--- config.mk ---
export PLATFORM = sky130hd
export DESIGN_NAME = mem_sram_ctrl
export DESIGN_NICKNAME = d
export VERILOG_FILES = /design/src/rtl/mem_sram_pkg.sv /design/src/rtl/mem_sram_phase_cnt.sv /design/src/rtl/mem_sram_ctrl.sv
export SDC_FILE = /design/constraint.sdc
export NUM_CORES = 1
export LEC_CHECK = 0
export ABC_CLOCK_PERIOD_IN_PS = 6600
export BUFFER_PORTS_ARGS = -buffer_cell sky130_fd_sc_hd__buf_4
export CAP_MARGIN = 0
export CORE_ASPECT_RATIO = 0.6
export CORE_MARGIN = 8
export CORE_UTILIZATION = 52
export DETAILED_ROUTE_END_ITERATION = 6
export PLACE_DENSITY = 0.88
export SLEW_MARGIN = 10
export SYNTH_ARGS = -nofsm -noshare
export SYNTH_HDL_FRONTEND = slang
export SYNTH_SLANG_ARGS = --single-unit
--- constraint.sdc ---
create_clock -name clk -period 6.6 [get_ports clk]
set_clock_uncertainty 0.15 [all_clocks]
set_input_delay 1.32 -clock clk [delete_from_list [all_inputs] [get_ports clk]]
set_output_delay 1.32 -clock clk [all_outputs]
set_load 0.1 [all_outputs]
--- src/rtl/mem_sram_pkg.sv ---
// Shared types and constants for the MEM-stage SRAM controller.
// Holds the FSM state encoding, default parameter values and the
// byte-address to SRAM-word translation helper.
package mem_sram_pkg;

  typedef enum logic [1:0] {
    ST_IDLE = 2'd0,
    ST_LOW  = 2'd1,
    ST_HIGH = 2'd2,
    ST_DONE = 2'd3
  } state_t;

  localparam int          DEF_ADDR_W      = 18;
  localparam int          DEF_SRAM_DW     = 16;
  localparam int          DEF_WAIT_CYCLES = 2;
  localparam logic [31:0] DEF_BASE_ADDR   = 32'd1024;

  // Word index of a byte address relative to the SRAM base (wraps mod 2^32).
  // The two byte-offset bits fall out of the shift and are thereby ignored.
  function automatic logic [31:0] sram_word_of(input logic [31:0] address,
                                               input logic [31:0] base);
    logic [31:0] offset;
    offset = address - base;
    return offset >> 2;
  endfunction

endpackage

--- src/rtl/mem_sram_phase_cnt.sv ---
// Phase timer for one half-word access. Loading starts a phase of
// WAIT_CYCLES cycles; 'last' flags the final cycle of the running phase and
// 'last_nxt' tells whether the cycle after the coming edge will be a final one,
// which lets the owner register its strobes one cycle ahead.
module mem_sram_phase_cnt #(
  parameter int WAIT_CYCLES = 2
) (
  input  logic clk,
  input  logic rst,
  input  logic load,
  input  logic en,
  output logic last,
  output logic last_nxt
);

  localparam int CNT_W = (WAIT_CYCLES > 1) ? $clog2(WAIT_CYCLES) : 1;
  localparam logic [CNT_W-1:0] LOAD_VAL = CNT_W'(WAIT_CYCLES - 1);

  logic [CNT_W-1:0] count_q;
  logic [CNT_W-1:0] count_d;

  // Next count: reload on a new phase, otherwise count down and park at zero.
  always_comb begin
    count_d = count_q;
    if (load) begin
      count_d = LOAD_VAL;
    end else if (en && (count_q != '0)) begin
      count_d = count_q - 1'b1;
    end
  end

  // Counter register, cleared immediately by reset.
  always_ff @(posedge clk or posedge rst) begin
    if (rst) begin
      count_q <= '0;
    end else begin
      count_q <= count_d;
    end
  end

  assign last     = (count_q == '0);
  assign last_nxt = (count_d == '0);

endmodule

--- src/rtl/mem_sram_ctrl.sv ---
// MEM-stage data-memory responder for a 16-bit asynchronous SRAM.
// Each 32-bit word is moved as a low half-word then a high half-word, each
// phase lasting WAIT_CYCLES clocks. All pad outputs are registered and are
// decoded from the next FSM state so they change cleanly on clock edges.
// Optional build macro MEM_SRAM_LAST_READ_EN adds a one-entry buffer of the
// last completed read so a repeated load of the same word answers at once.
module mem_sram_ctrl
  import mem_sram_pkg::*;
#(
  parameter int          ADDR_W      = DEF_ADDR_W,
  parameter int          SRAM_DW     = DEF_SRAM_DW,   // must stay 16
  parameter int          WAIT_CYCLES = DEF_WAIT_CYCLES,
  parameter logic [31:0] BASE_ADDR   = DEF_BASE_ADDR
) (
  input  logic               clk,
  input  logic               rst,
  input  logic               MEM_r_en,
  input  logic               MEM_w_en,
  input  logic [31:0]        address,
  input  logic [31:0]        w_data,
  output logic [31:0]        r_data,
  output logic               ready,
  output logic [ADDR_W-1:0]  sram_addr,
  output logic [SRAM_DW-1:0] sram_dq_out,
  output logic               sram_dq_oe,
  input  logic [SRAM_DW-1:0] sram_dq_in,
  output logic               sram_we_n,
  output logic               sram_oe_n
);

  localparam int WORD_W = ADDR_W - 1;

  state_t              state_q, state_d;
  logic                op_wr_q, op_wr_d;
  logic [WORD_W-1:0]   word_q, word_d;
  logic [31:0]         wdata_q, wdata_d;
  logic [15:0]         rd_lo_q, rd_lo_d;
  logic [31:0]         r_data_q, r_data_d;
  logic [ADDR_W-1:0]   sram_addr_q, sram_addr_d;
  logic [15:0]         dq_out_q, dq_out_d;
  logic                dq_oe_q, dq_oe_d;
  logic                we_n_q, we_n_d;
  logic                oe_n_q, oe_n_d;

  logic                req;
  logic [WORD_W-1:0]   req_word;
  logic                ready_c;
  logic                cnt_load, cnt_en, cnt_last, cnt_last_nxt;
  logic                half_hi;
  logic                lr_hit;
  logic [31:0]         lr_hit_data;

  assign req      = MEM_r_en | MEM_w_en;
  assign req_word = WORD_W'(sram_word_of(address, BASE_ADDR));

  mem_sram_phase_cnt #(
    .WAIT_CYCLES (WAIT_CYCLES)
  ) u_phase_cnt (
    .clk      (clk),
    .rst      (rst),
    .load     (cnt_load),
    .en       (cnt_en),
    .last     (cnt_last),
    .last_nxt (cnt_last_nxt)
  );

`ifdef MEM_SRAM_LAST_READ_EN
  logic              lr_valid_q, lr_valid_d;
  logic [WORD_W-1:0] lr_word_q, lr_word_d;
  logic [31:0]       lr_data_q, lr_data_d;

  // A pure read of the buffered word is answered in IDLE without touching the SRAM.
  assign lr_hit      = (state_q == ST_IDLE) && MEM_r_en && !MEM_w_en &&
                       lr_valid_q && (lr_word_q == req_word);
  assign lr_hit_data = lr_data_q;

  // Buffer update: capture completed reads, keep data coherent with writes.
  always_comb begin
    lr_valid_d = lr_valid_q;
    lr_word_d  = lr_word_q;
    lr_data_d  = lr_data_q;
    if ((state_q == ST_HIGH) && cnt_last && !op_wr_q) begin
      lr_valid_d = 1'b1;
      lr_word_d  = word_q;
      lr_data_d  = {sram_dq_in, rd_lo_q};
    end else if ((state_q == ST_DONE) && op_wr_q && lr_valid_q &&
                 (lr_word_q == word_q)) begin
      lr_data_d  = wdata_q;
    end
  end

  // Buffer registers; reset invalidates the entry.
  always_ff @(posedge clk or posedge rst) begin
    if (rst) begin
      lr_valid_q <= 1'b0;
      lr_word_q  <= '0;
      lr_data_q  <= '0;
    end else begin
      lr_valid_q <= lr_valid_d;
      lr_word_q  <= lr_word_d;
      lr_data_q  <= lr_data_d;
    end
  end

  assign r_data = lr_hit ? lr_data_q : r_data_q;
`else
  assign lr_hit      = 1'b0;
  assign lr_hit_data = '0;
  assign r_data      = r_data_q;
`endif

  // FSM next state, request latching and read-data capture.
  always_comb begin
    state_d  = state_q;
    op_wr_d  = op_wr_q;
    word_d   = word_q;
    wdata_d  = wdata_q;
    rd_lo_d  = rd_lo_q;
    r_data_d = r_data_q;
    cnt_load = 1'b0;
    cnt_en   = 1'b0;
    ready_c  = 1'b0;
    unique case (state_q)
      ST_IDLE: begin
        ready_c = ~req | lr_hit;
        if (lr_hit) begin
          r_data_d = lr_hit_data;
        end else if (req) begin
          // Write wins when both enables are high.
          op_wr_d  = MEM_w_en;
          word_d   = req_word;
          wdata_d  = w_data;
          cnt_load = 1'b1;
          state_d  = ST_LOW;
        end
      end
      ST_LOW: begin
        if (cnt_last) begin
          if (!op_wr_q) rd_lo_d = sram_dq_in;
          cnt_load = 1'b1;
          state_d  = ST_HIGH;
        end else begin
          cnt_en = 1'b1;
        end
      end
      ST_HIGH: begin
        if (cnt_last) begin
          // Low half was staged so r_data only changes once the word is whole.
          if (!op_wr_q) r_data_d = {sram_dq_in, rd_lo_q};
          state_d = ST_DONE;
        end else begin
          cnt_en = 1'b1;
        end
      end
      ST_DONE: begin
        // Request is deliberately not re-sampled here.
        ready_c = 1'b1;
        state_d = ST_IDLE;
      end
      default: state_d = ST_IDLE;
    endcase
  end

  // Pad output decode from the upcoming state so the registered pins line up with it.
  always_comb begin
    sram_addr_d = sram_addr_q;
    dq_out_d    = dq_out_q;
    dq_oe_d     = 1'b0;
    we_n_d      = 1'b1;
    oe_n_d      = 1'b1;
    half_hi     = (state_d == ST_HIGH);
    if ((state_d == ST_LOW) || (state_d == ST_HIGH)) begin
      sram_addr_d = {word_d, half_hi};
      if (op_wr_d) begin
        dq_oe_d  = 1'b1;
        dq_out_d = half_hi ? wdata_d[31:16] : wdata_d[15:0];
        // Release the strobe for the final phase cycle so address/data outlast it.
        we_n_d   = cnt_last_nxt;
      end else begin
        oe_n_d = 1'b0;
      end
    end
  end

  // State and output registers; reset aborts any access and parks the pads.
  always_ff @(posedge clk or posedge rst) begin
    if (rst) begin
      state_q     <= ST_IDLE;
      op_wr_q     <= 1'b0;
      word_q      <= '0;
      wdata_q     <= '0;
      rd_lo_q     <= '0;
      r_data_q    <= '0;
      sram_addr_q <= '0;
      dq_out_q    <= '0;
      dq_oe_q     <= 1'b0;
      we_n_q      <= 1'b1;
      oe_n_q      <= 1'b1;
    end else begin
      state_q     <= state_d;
      op_wr_q     <= op_wr_d;
      word_q      <= word_d;
      wdata_q     <= wdata_d;
      rd_lo_q     <= rd_lo_d;
      r_data_q    <= r_data_d;
      sram_addr_q <= sram_addr_d;
      dq_out_q    <= dq_out_d;
      dq_oe_q     <= dq_oe_d;
      we_n_q      <= we_n_d;
      oe_n_q      <= oe_n_d;
    end
  end

  assign ready       = ready_c;
  assign sram_addr   = sram_addr_q;
  assign sram_dq_out = dq_out_q;
  assign sram_dq_oe  = dq_oe_q;
  assign sram_we_n   = we_n_q;
  assign sram_oe_n   = oe_n_q;

endmodule
### Yosys cells after proc, flatten, opt, wreduce, memory -nomap -nowiden

Cells that the tools add are included.

| storage, ports and cells | value |
|---|---|
| register bits | 138 |
| bits in latches | 0 |
| memories | 0 |
| input bits | 84 |
| logic and storage cells | 55 |
| output and inout port bits | 70 |
| memory bits (writable) | 0 |
| bits in read-only memories | 0 |

| cells by class | value |
|---|---|
| div/mod/pow operators | 0 |
| bitwise gates (word level) | 5 |
| multiplexer cells | 24 |
| shift operators | 0 |
| multiply operators | 0 |
| equality and inequality tests | 5 |
| reductions and logical operators | 7 |
| add/subtract/negate cells | 2 |
| magnitude comparators | 0 |

Operators by type and width:

| kind | number |
|---|---|
| 2-to-1 mux 32 bit | 2 |
| 2-to-1 mux 17 bit | 2 |
| subtractor 19 x 11 -> 19 bit, second input constant | 1 |
| 2-to-1 mux 16 bit | 1 |
| 2-to-1 mux 1 bit | 13 |
| case mux 2 bit (4 select lines) | 1 |
| equality test 2 bit, second input constant | 3 |
| 2-to-1 mux 2 bit | 3 |
| AND reduction 3 bit | 2 |
| equality test 2 x 1 -> 1 bit, second input constant | 2 |
| NOT 1 bit | 4 |
| case mux 1 bit (2 select lines) | 2 |
| zero test 2 bit | 1 |
| AND reduction 2 bit | 1 |
| OR reduction 2 bit | 1 |
| logical AND 1 bit | 1 |
| logical OR 1 bit | 1 |
| OR 1 bit | 1 |
| subtractor 1 bit, second input constant | 1 |

### Logic depth before layout (Yosys ltp)

Gate-level depths: netlist of run 1.

| depth | value |
|---|---|
| depth after elaboration | 9 |
| gate-level depth with buffers | 10 |
| mapped depth without buffers | 8 |

### Hierarchy

A second synthesis of run 1 with hierarchy kept.

| unflattened totals | value |
|---|---|
| cell total of the unflattened synthesis | 460 |
| area, all modules | 5781.8 um^2 |

Modules (own cells, without submodules):

| module | cells an instance | sequential area each (um^2) | times used | area an instance (um^2) |
|---|---|---|---|---|
| mem_sram_ctrl | 454 | 3430.8 | 1 | 5733.0 |
| mem_sram_phase_cnt | 6 | 25.0 | 1 | 48.8 |

### Worst setup path after synthesis of run 1

No wires, ideal clock.

| timing path | value |
|---|---|
| kind | input-to-output |
| from | input port MEM_r_en |
| to | output port ready |
| cell stages on the path | 3 |
| data arrival time | 2.803 ns |
| data required time | 5.130 ns |
| buffers on the path | 0 |
| setup slack | 2.327 ns |
| cell sequence | nor2_1 a21oi_1 nor2_1 |

| on the way | value |
|---|---|
| longest elaborated chain between the ends | 3 |

RTL lines:

| item | RTL line | RTL |
|---|---|---|
| start, declared | mem_sram_ctrl.sv:17 | `input logic MEM_r_en,` |
| OR 1 bit | mem_sram_ctrl.sv:53 | `assign req = MEM_r_en \| MEM_w_en;` |
| NOT 1 bit | mem_sram_ctrl.sv:125 | `ready_c = ~req \| lr_hit;` |
| case mux 1 bit (2 select lines) | mem_sram_ctrl.sv:123 | `unique case (state_q)` |
| end, declared | mem_sram_ctrl.sv:22 | `output logic ready,` |

No other way between the ends.

### Worst setup path in the final report of run 1

| timing path | value |
|---|---|
| from | input port MEM_r_en |
| to | register dq_out_q[10] (netlist: sram_dq_out[10]) |

| on the way | value |
|---|---|
| longest elaborated chain between the ends | 6 |
| elaborated cells between the ends (all ways) | 12 |
| those cells by class | eq/ne: 2; mux: 7; bitwise: 1; reduce/logical: 2 |

RTL lines:

| item | RTL line | RTL |
|---|---|---|
| OR 1 bit (*) | mem_sram_ctrl.sv:53 |  |
| 2-to-1 mux 2 bit | mem_sram_ctrl.sv:128 | `end else if (req) begin` |
| case mux 2 bit (4 select lines) | mem_sram_ctrl.sv:123 |  |
| equality test 2 x 1 -> 1 bit / equality test 2 bit (equally long branches) | mem_sram_ctrl.sv:172, mem_sram_ctrl.sv:171 |  |
| logical OR 1 bit | mem_sram_ctrl.sv:172 | `if ((state_d == ST_LOW) \|\| (state_d == ST_HIGH)) begin` |
| AND reduction 2 bit (no line) | n/a |  |
| end signal, assigned | mem_sram_ctrl.sv:207 | `dq_out_q <= dq_out_d;` |
| end, declared | mem_sram_ctrl.sv:40 | `logic [15:0] dq_out_q, dq_out_d;` |

Mark *: on every way between the ends. The rest lies on a longest branch, timed or not.
A chain may end at the register's enable or synchronous reset.

==> results of run 1 <==
-- sequential cells by signal, summed over array words and instances (netlist names) --
name,count
u_phase_cnt.count_q,1
wdata_q,32
word_q,17
sram_dq_out,16
op_wr_q,1
sram_dq_oe,1
state_q,2
rd_lo_q,16
sram_we_n,1
sram_oe_n,1
r_data,32
sram_addr,18
-- path summary, 6_finish.rpt --
kind                                       startpoint  slack [ps]                           to  cells past startpoint
worst min-delay path            wdata_q[23]$_DFF_PP0_         320        wdata_q[23]$_DFF_PP0_                      2
worst min register to register  wdata_q[23]$_DFF_PP0_         320        wdata_q[23]$_DFF_PP0_                      2
worst max-delay path                         MEM_r_en        2710  sram_dq_out[10]$_DFFE_PP0P_                      7
max in group asynchronous                         rst        4080       r_data[20]$_DFFE_PP0P_                      3
worst max register to register   state_q[1]$_DFF_PP0_        3100  sram_dq_out[10]$_DFFE_PP0P_                      7
min in group asynchronous                         rst         810  sram_dq_out[11]$_DFFE_PP0P_                      2
-- per-stage QoR --
step,area (µm²),worst slack (ps)
3_5_place_dp,6910,2230
6_report,7500,2710
5_1_grt,7500,2500
3_3_place_gp,6910,2320
2_1_floorplan,5750,1440
4_1_cts,7500,2680
-- cells in the final DEF (no fill, tap or decap), drive strengths merged, types with 3 or more instances in the layout --
cell	count
nand2	133
xnor2	3
nor2	8
ha	7
mux2	79
mux4	16
clkbuf	19
a21oi	3
nor3b	3
clkinvlp	6
dfrtp	136
inv	9
buf	143
o21ai	10
-- worst max-delay path, stage by stage --
cell	delay (ps)
buf_4	140
nor2_1	190
mux2i_1	120
o21ai_0	240
ha_1	620
nor2b_2	960
mux2_2	430
-- final cells by class --
cell class,count,share of cell area [%]
Clock inverter,13,1.88
Multi-Input combinational cell,284,29.0
Timing Repair Buffer,143,14.3
Sequential cell,138,46.1
Tap cell,139,2.32
Clock buffer,19,6.04
Inverter,6,0.367
-- per-layer routing --
metal / track usage, % / vias up
li1: - / 1805
met1: 21.6 / 1894
met2: 30.2 / 94
met3: 7.77 / 6
met4: 5.47 / 0
met5: 0 / -
-- kinds of logic after synthesis --
kind of cell,share of synthesized area (%)
compound gates,2.61
xor+xnor,0.610
fa+ha+maj,1.52
buf+inv,2.39
flops,60.1
mux,21.9
simple gates,10.8
==> PnR_summary.wiki, run 1 <==
{| class="wikitable"
! Metric !! Value
|-
| Result of the run || completed
|-
| Number of standard cells after synthesis || 451
|-
| Via count || 3,799
|-
| Leading post-synthesis cells by cell area || dfrtp_1 (59%), mux2_2 (15%), nand2_1 (8.7%)
|-
| Max-capacitance violation count || 0
|-
| Die span in y || 97.4 µm
|-
| Top-area cell type share of the netlist area || 59.2%
|-
| Number of distinct library cells after synthesis || 37
|-
| Routed length on met2 || 6.54 mm
|-
| Maximum fanout along the worst path || 24
|-
| Clock latency reported for the late side of the worst-skew pair || 400 ps
|-
| Crit path required time || 6730 ps
|-
| Count of buffers inserted at the top-level ports || 138
|-
| Most numerous cell types in the synthesized netlist || dfrtp_1 (136), nand2_1 (133), mux2_2 (78)
|-
| Register bit total from synthesis || 138
|-
| Placed Cells incl. Taps || 710
|-
| Maximum operating frequency || 257 MHz
|-
| Root cell of the clock tree || clkbuf_16
|-
| Final hold violation count || 0
|-
| Count of routing violations after the opening detailed-route iteration || 169
|-
| Max-slew violation count || 0
|-
| Portion of the clock cycle consumed by the worst path in the final layout || 59.0%
|-
| Remaining max-slew budget at the tightest pin || 31.0%
|-
| Unrepaired setup endpoints after global routing || no
|-
| Count of fill cells added during filler insertion || 774
|-
| Post-detailed-route via-to-cell ratio || 5.12
|-
| DR top layer || met4
|-
| Worst hold slack || 320 ps
|-
| Post-layout utilization of the core || 70.3%
|-
| Ports || 154
|-
| Worst-margin pin slew || 1030 ps
|-
| Starting density of the core || 53.9%
|-
| Clock transition at path regs || 60 ps
|-
| Mapped Nets || 542
|-
| Min-delay worst type || reg2reg
|-
| Startpoint Class || input port
|-
| Final standard cell count with taps included and fillers excluded || 742
|-
| Yosys Warn Count || 0
|-
| Area taken by flip-flops and latches || 3460 µm²
|-
| TritonRoute pass-1 iters || 4
|-
| Avg Inst Size Synth || 12.7 µm²
|-
| Number of H-tree levels || 4
|-
| Most repeated cell in the gate-level netlist after synthesis || dfrtp_1
|-
| Shortest clock period the worst path allows after layout || 3890 ps
|-
| Initial antenna violation count || 0
|-
| Number of enable flip-flop cells after synthesis || 0
|-
| Post-synthesis instance area || 5750 µm²
|-
| Footprint of the multi-input gates || 2180 µm²
|-
| Total number of placement rows || 29
|-
| Placed wire-length estimate after detailed placement || 9.35 mm
|-
| Total wire length || 13.2 mm
|-
| Number of global-route vias before repair || 4,209
|-
| Data arrival time of the critical path || 4030 ps
|-
| Met3 Wirelength || 1.17 mm
|-
| Average detailed-routed wire length per instance || 17.8 µm
|-
| Overall track demand over capacity in global routing || 18.4%
|-
| Die Outline Area || 14,800 µm²
|-
| Wire length of the first global-routing pass || 21.4 mm
|-
| Post-CTS setup repair buffer count || 0
|-
| Maximum number of pins on one net before global-route repair || 79
|-
| Length of routed wiring on met1 || 5.43 mm
|-
| Total gr overflow || 0
|-
| Share of synthesized area occupied by flip-flops and latches || 60.1%
|-
| Main flop type after synthesis || dfrtp_1
|-
| Number of remaining DRC errors || 0
|-
| Leading area contributor after synthesis || dfrtp_1
|-
| Clock sinks || 138
|-
| Final nets || 681
|-
| Setup violation total in the final timing report || 0
|-
| Core area || 10,700 µm²
|-
| Async set or reset register ratio after synthesis || 100%
|-
| CTS-repair resized insts || 0
|-
| Total CTS buffers || 17
|-
| DIE WIDTH || 152 µm
|-
| Number of nets still failing antenna checks after routing || 0
|-
| Hold buffer count at CTS || 0
|-
| Antenna fix cells || 0
|-
| Layout overhead on the synthesized area || 30.5%
|-
| Deepest clock path buffer count || 2
|-
| Clock tree from TritonCTS || done
|-
| Share of cells above drive strength 1 || 46.3%
|-
| Path type of the worst setup path || in2reg
|-
| Total Negative Setup Slacks || 0 ps
|-
| Gpl congestion || 0.792
|-
| Worst Setup End Kind || flop
|}
Power of run 1 is not shown: default switching activity piles up to over one toggle a cycle in this logic, so the estimate is an artifact.
==> inputs of run 2 (changes only) <==
--- a/config.mk
+++ b/config.mk
@@ -5,7 +5,7 @@
 export SDC_FILE = /design/constraint.sdc
 export NUM_CORES = 1
 export LEC_CHECK = 0
-export ABC_CLOCK_PERIOD_IN_PS = 6600
+export ABC_CLOCK_PERIOD_IN_PS = 3850
 export BUFFER_PORTS_ARGS = -buffer_cell sky130_fd_sc_hd__buf_4
 export CAP_MARGIN = 0
 export CORE_ASPECT_RATIO = 0.6
==> constraint.sdc (replaced) <==
create_clock -name clk -period 3.85 [get_ports clk]
set_clock_uncertainty 0.15 [all_clocks]
set_input_delay 0.77 -clock clk [delete_from_list [all_inputs] [get_ports clk]]
set_output_delay 0.77 -clock clk [all_outputs]
set_load 0.1 [all_outputs]
==> PnR_summary.wiki, run 2 (same netlist as run 1, synthesis figures left out) <==
{| class="wikitable"
! Metric !! Value
|-
| Result of the run || completed (unchanged)
|-
| Layout overhead on the synthesized area || 31.5% (was 30.5%)
|-
| Final nets || 685 (was 681)
|-
| Post-detailed-route via-to-cell ratio || 5.22 (was 5.12)
|-
| Crit path required time || 2930 ps (was 6730 ps)
|-
| Wire length of the first global-routing pass || 21.7 mm (was 21.4 mm)
|-
| Post-CTS setup repair buffer count || 0 (unchanged)
|-
| Die span in y || 97.4 µm (unchanged)
|-
| CTS-repair resized insts || 0 (unchanged)
|-
| Total number of placement rows || 29 (unchanged)
|-
| Final WS setup || 1090 ps (was 2710 ps)
|-
| Startpoint Class || flop (was input port)
|-
| Commonest cells after routing, fill and taps aside || buf_4 (145), dfrtp_1 (136), nand2_1 (133) (was buf_4 (143), dfrtp_1 (136), nand2_1 (133))
|-
| Core area || 10,700 µm² (unchanged)
|-
| Ports || 154 (unchanged)
|-
| Portion of the clock cycle consumed by the worst path in the final layout || 71.7%
|-
| Gpl congestion || 0.794 (was 0.792)
|-
| TritonRoute pass-1 iters || 4 (unchanged)
|-
| Worst-case setup slack after placement || 927 ps (was 2230 ps)
|-
| Via count || 3,894 (was 3,799)
|-
| Path type of the worst setup path || reg2out (was in2reg)
|-
| Count of fill cells added during filler insertion || 758 (was 774)
|-
| Worst Setup End Kind || output port (was flop)
|-
| Total gr overflow || 0 (unchanged)
|-
| Hold buffer count at CTS || 0 (unchanged)
|-
| Count of buffers inserted at the top-level ports || 138 (unchanged)
|-
| Remaining max-slew budget at the tightest pin || 44.1% (was 31.0%)
|-
| Total Negative Setup Slacks || 0 ps (unchanged)
|-
| Number of remaining DRC errors || 0 (unchanged)
|-
| Total CTS buffers || 17 (unchanged)
|-
| Antenna fix cells || 0 (unchanged)
|-
| Number of H-tree levels || 4 (unchanged)
|-
| Initial antenna violation count || 0 (unchanged)
|-
| Placed wire-length estimate after detailed placement || 9.41 mm (was 9.35 mm)
|-
| Number of global-route vias before repair || 4,183 (was 4,209)
|-
| Setup violation total in the final timing report || 0 (unchanged)
|-
| Maximum single-stage delay on the critical path || 420 ps (was 960 ps)
|-
| Clock sinks || 138 (unchanged)
|-
| Final hold violation count || 0 (unchanged)
|-
| Worst-margin pin slew || 836 ps (was 1030 ps)
|-
| Maximum number of pins on one net before global-route repair || 139 (was 79)
|-
| Max-slew violation count || 0 (unchanged)
|-
| Clock transition at path regs || 60 ps (about the same)
|-
| Deepest clock path buffer count || 2 (unchanged)
|-
| DIE WIDTH || 152 µm (unchanged)
|-
| Most common cell after layout, fill and taps aside || buf_4 (unchanged)
|-
| Slowest stage cell on the critical path || dfrtp_1 (was nor2b_2)
|-
| Maximum operating frequency || 362 MHz
|-
| Total wire length || 13.3 mm (was 13.2 mm)
|-
| Overall track demand over capacity in global routing || 18.7% (was 18.4%)
|-
| Data arrival time of the critical path || 1840 ps (was 4030 ps)
|-
| Share of cells above drive strength 1 || 46.6% (was 46.3%)
|-
| Chain of cells forming the critical path || inv_1 > ha_1 > a21oi_1 > nor2_1 > buf_4 (was buf_4 > nor2_1 > mux2i_1 > o21ai_0 > ha_1 > nor2b_2 > mux2_2)
|-
| Number of nets still failing antenna checks after routing || 0 (unchanged)
|-
| Average detailed-routed wire length per instance || 17.8 µm (about the same)
|-
| Unrepaired setup endpoints after global routing || no (unchanged)
|-
| Die Outline Area || 14,800 µm² (unchanged)
|-
| Shortest clock period the worst path allows after layout || 2760 ps
|-
| Starting density of the core || 53.9% (unchanged)
|-
| Min-delay worst type || reg2reg (unchanged)
|-
| Count of routing violations after the opening detailed-route iteration || 191 (was 169)
|-
| Maximum fanout along the worst path || 5 (was 24)
|-
| Clock tree from TritonCTS || done (unchanged)
|-
| Root cell of the clock tree || clkbuf_16 (unchanged)
|-
| Max-capacitance violation count || 0 (unchanged)
|-
| Clock latency reported for the late side of the worst-skew pair || 400 ps (about the same)
|}
-- run 2: cell types whose count changed in the layout (fill, tap and decap cells not counted) --
cell        delta
inv_6          +2
clkinv_2       -2
clkbuf_8       -1
buf_4          +2
clkinvlp_4     -2
clkinv_4       +3
buf_12         +2
-- run 2: final timing paths --
kind	start	to	slack, ps	cells after the start
max	state_q[1]$_DFF_PP0_	ready	1090	5
min	word_q[5]$_DFF_PP0_	word_q[5]$_DFF_PP0_	320	2
max reg2reg	state_q[1]$_DFF_PP0_	sram_dq_out[2]$_DFFE_PP0P_	1190	6
min reg2reg	word_q[5]$_DFF_PP0_	word_q[5]$_DFF_PP0_	320	2
max in group asynchronous	rst	rd_lo_q[9]$_DFFE_PP0P_	2560	3
min in group asynchronous	rst	sram_addr[2]$_DFFE_PP0N_	390	3
-- run 2: worst max-delay path: cells and delay by family, from the launching register on --
family | cells | cell delay, ps
adder cells (fa/ha/maj) | 1 | 310
AND/OR/NAND/NOR | 1 | 160
buffers and inverters | 2 | 460
AO/OA/AOI/OAI | 1 | 100
flip-flops | 1 | 420
-- run 2: through the flow --
stage | hold slack [ps] | instances | utilization, % | cell area [µm²]
3_5_place_dp | 304 | 714 | 65.2 | 6960
3_3_place_gp | 301 | 714 | 65.2 | 6960
4_1_cts | 327 | 746 | 70.9 | 7560
6_report | 323 | 746 | 70.9 | 7560
2_1_floorplan | 287 | 451 | - | 5750
5_1_grt | 341 | 746 | 70.9 | 7560
-- run 2: area by class of cell --
cell class	instances	area, µm²	area share [%]
clock inverter	14	161	2.13
sequential	138	3460	45.7
inverter	6	26.3	0.348
multi-input combinational	284	2180	28.8
clock buffer	18	439	5.81
timing repair buffer	147	1130	14.9
tap	139	174	2.30
-- run 2: layer usage --
| metal | vias up | part of all wire, % | GRT usage (%) |
|---|---|---|---|
| met3 | 4 | 7.9 | 6.65 |
| met2 | 120 | 49 | 30.0 |
| met1 | 1943 | 43 | 23.4 |
| met4 | 0 | 0.23 | 4.87 |
| met5 | - | 0 | 0 |
| li1 | 1827 | - | - |
Power of run 2 is left out for the same reason.
==> inputs of run 3 (changes only) <==
--- a/config.mk
+++ b/config.mk
@@ -5,14 +5,14 @@
 export SDC_FILE = /design/constraint.sdc
 export NUM_CORES = 1
 export LEC_CHECK = 0
-export ABC_CLOCK_PERIOD_IN_PS = 3850
+export ABC_CLOCK_PERIOD_IN_PS = 2300
 export BUFFER_PORTS_ARGS = -buffer_cell sky130_fd_sc_hd__buf_4
 export CAP_MARGIN = 0
 export CORE_ASPECT_RATIO = 0.6
 export CORE_MARGIN = 8
-export CORE_UTILIZATION = 52
+export CORE_UTILIZATION = 47
 export DETAILED_ROUTE_END_ITERATION = 6
-export PLACE_DENSITY = 0.88
+export PLACE_DENSITY = 0.84
 export SLEW_MARGIN = 10
 export SYNTH_ARGS = -nofsm -noshare
 export SYNTH_HDL_FRONTEND = slang
==> constraint.sdc (replaced) <==
create_clock -name clk -period 2.3 [get_ports clk]
set_clock_uncertainty 0.15 [all_clocks]
set_input_delay 0.46 -clock clk [delete_from_list [all_inputs] [get_ports clk]]
set_output_delay 0.46 -clock clk [all_outputs]
set_load 0.1 [all_outputs]
==> PnR_summary.wiki, run 3 (same netlist as run 1, synthesis figures left out) <==
{| class="wikitable"
! Metric !! Value
|-
| Number of H-tree levels || 4 (unchanged)
|-
| Clock transition at path regs || 60 ps (about the same)
|-
| Clock latency reported for the late side of the worst-skew pair || 410 ps (was 400 ps)
|-
| Overall track demand over capacity in global routing || 17.1% (was 18.7%)
|-
| Post-route cell area || 7870 µm² (was 7560 µm²)
|-
| Setup violation total in the final timing report || 0 (unchanged)
|-
| Crit path required time || 1690 ps (was 2930 ps)
|-
| Total gr overflow || 0 (unchanged)
|-
| Most common cell after layout, fill and taps aside || buf_4 (unchanged)
|-
| Via count || 4,015 (was 3,894)
|-
| Worst-margin pin slew || 458 ps (was 836 ps)
|-
| Final nets || 706 (was 685)
|-
| Post-detailed-route via-to-cell ratio || 5.06 (was 5.22)
|-
| Number of global-route vias before repair || 4,435 (was 4,183)
|-
| Total CTS buffers || 17 (unchanged)
|-
| Layout overhead on the synthesized area || 36.9% (was 31.5%)
|-
| Share of cells above drive strength 1 || 49.8% (was 46.6%)
|-
| Maximum operating frequency || 443 MHz
|-
| Startpoint Class || flop (unchanged)
|-
| Total number of placement rows || 31 (was 29)
|-
| Final hold violation count || 0 (unchanged)
|-
| Ports || 154 (unchanged)
|-
| DIE WIDTH || 159 µm (was 152 µm)
|-
| Unrepaired setup endpoints after global routing || yes (was no)
|-
| Setup slack on the worst flop-to-flop path || 50 ps (was 1190 ps)
|-
| Number of nets still failing antenna checks after routing || 0 (unchanged)
|-
| Total wire length || 13.4 mm (was 13.3 mm)
|-
| Deepest clock path buffer count || 2 (unchanged)
|-
| Path type of the worst setup path || reg2out (unchanged)
|-
| Remaining max-slew budget at the tightest pin || 69.3% (was 44.1%)
|-
| Commonest cells after routing, fill and taps aside || buf_4 (154), dfrtp_1 (136), nand2_1 (133) (was buf_4 (145), dfrtp_1 (136), nand2_1 (133))
|-
| Portion of the clock cycle consumed by the worst path in the final layout || 98.2%
|-
| Wire length of the first global-routing pass || 22.0 mm (was 21.7 mm)
|-
| Root cell of the clock tree || clkbuf_16 (unchanged)
|-
| Max-capacitance violation count || 0 (unchanged)
|-
| Clock sinks || 138 (unchanged)
|-
| Worst Setup End Kind || output port (unchanged)
|-
| Count of routing violations after the opening detailed-route iteration || 123 (was 191)
|-
| Gpl congestion || 0.829 (was 0.794)
|-
| Number of remaining DRC errors || 0 (unchanged)
|-
| Count of buffers inserted at the top-level ports || 138 (unchanged)
|-
| Die Outline Area || 16,100 µm² (was 14,800 µm²)
|-
| Antenna fix cells || 0 (unchanged)
|-
| Shortest clock period the worst path allows after layout || 2260 ps
|-
| Die span in y || 102 µm (was 97.4 µm)
|-
| Clock tree from TritonCTS || done (unchanged)
|-
| TritonRoute pass-1 iters || 4 (unchanged)
|-
| Average detailed-routed wire length per instance || 16.9 µm (was 17.8 µm)
|-
| Result of the run || completed (unchanged)
|-
| Max-slew violation count || 0 (unchanged)
|-
| Min-delay worst type || in2reg (was reg2reg)
|-
| Data arrival time of the critical path || 1650 ps (was 1840 ps)
|-
| Placed wire-length estimate after detailed placement || 9.66 mm (was 9.41 mm)
|-
| Initial antenna violation count || 0 (unchanged)
|-
| Maximum fanout along the worst path || 4 (was 5)
|-
| Area post-placement || 7170 µm² (was 6960 µm²)
|-
| Maximum number of pins on one net before global-route repair || 69 (was 139)
|-
| Starting density of the core || 48.0% (was 53.9%)
|-
| Core area || 12,000 µm² (was 10,700 µm²)
|}
-- run 3: cell types whose count changed in the layout (fill, tap and decap cells not counted), moves of 2 or more --
cell / previous run / this run
buf_4: 145 / 154
buf_12: 2 / 8
o21ai_0: 9 / 7
inv_1: 5 / 3
ha_2: 0 / 2
inv_6: 6 / 4
ha_4: 0 / 3
inv_2: 0 / 2
clkinv_4: 3 / 5
bufinv_16: 2 / 0
buf_6: 0 / 4
ha_1: 7 / 2
-- run 3: layer usage --
layer | GRT usage (%) | vias up | wire (µm)
met5 | 0 | - | 0
met4 | 4.66 | 0 | 69
met3 | 7.02 | 8 | 916
met2 | 28.4 | 117 | 6500
met1 | 20.5 | 2029 | 5930
li1 | - | 1861 | -
-- run 3: what timing repair did --
action | in CTS | in global routing
endpoints found under the hold margin | 10 | 0
setup buffers | 1 | 4
setup endpoints to repair | 19 | 34
gates cloned | 0 | 1
hold buffers | 1 | 0
gates resized for setup | 8 | 9
pin swaps | 1 | 3
-- run 3: worst max-delay path: stages, from the launching register on --
cell	delay (ps)
dfrtp_1	390
inv_2	100
buf_6	110
ha_4	120
buf_6	110
a21oi_2	50
nor2_2	150
buf_12	190
-- run 3: path summary, 6_finish.rpt --
path | startpoint | end | cells after the start
worst max register to register | state_q[1]$_DFF_PP0_ | sram_dq_out[6]$_DFFE_PP0P_ | 8
worst min-delay path | w_data[16] | wdata_q[16]$_DFF_PP0_ | 3
worst max-delay path | state_q[1]$_DFF_PP0_ | ready | 7
max in group asynchronous | rst | sram_we_n$_DFF_PP1_ | 4
worst min register to register | word_q[4]$_DFF_PP0_ | word_q[4]$_DFF_PP0_ | 2
min in group asynchronous | rst | word_q[1]$_DFF_PP0_ | 3
-- run 3: layout make-up --
type | count | area, µm²
clock inverters | 14 | 114
flip-flops and latches | 138 | 3460
multi-input cells | 284 | 2230
well taps | 165 | 206
inverters | 6 | 26.3
clock buffers | 18 | 439
repair buffers | 168 | 1400
fillers | 864 | 4110
-- run 3: through the flow --
step	util, %	setup TNS [ps]	setup slack [ps]	instances	hold slack, ps
floorplan	-	-4010	-29.5	451	287
global placement	59.8	0	6.29	754	296
detailed placement	59.8	-704	-56.9	754	292
CTS	64.8	-35.8	-24.4	788	76.3
global route	65.7	-61.6	-35.4	793	85.8
finish	65.7	0	41.8	793	91.5
Power of run 3 is left out for the same reason.
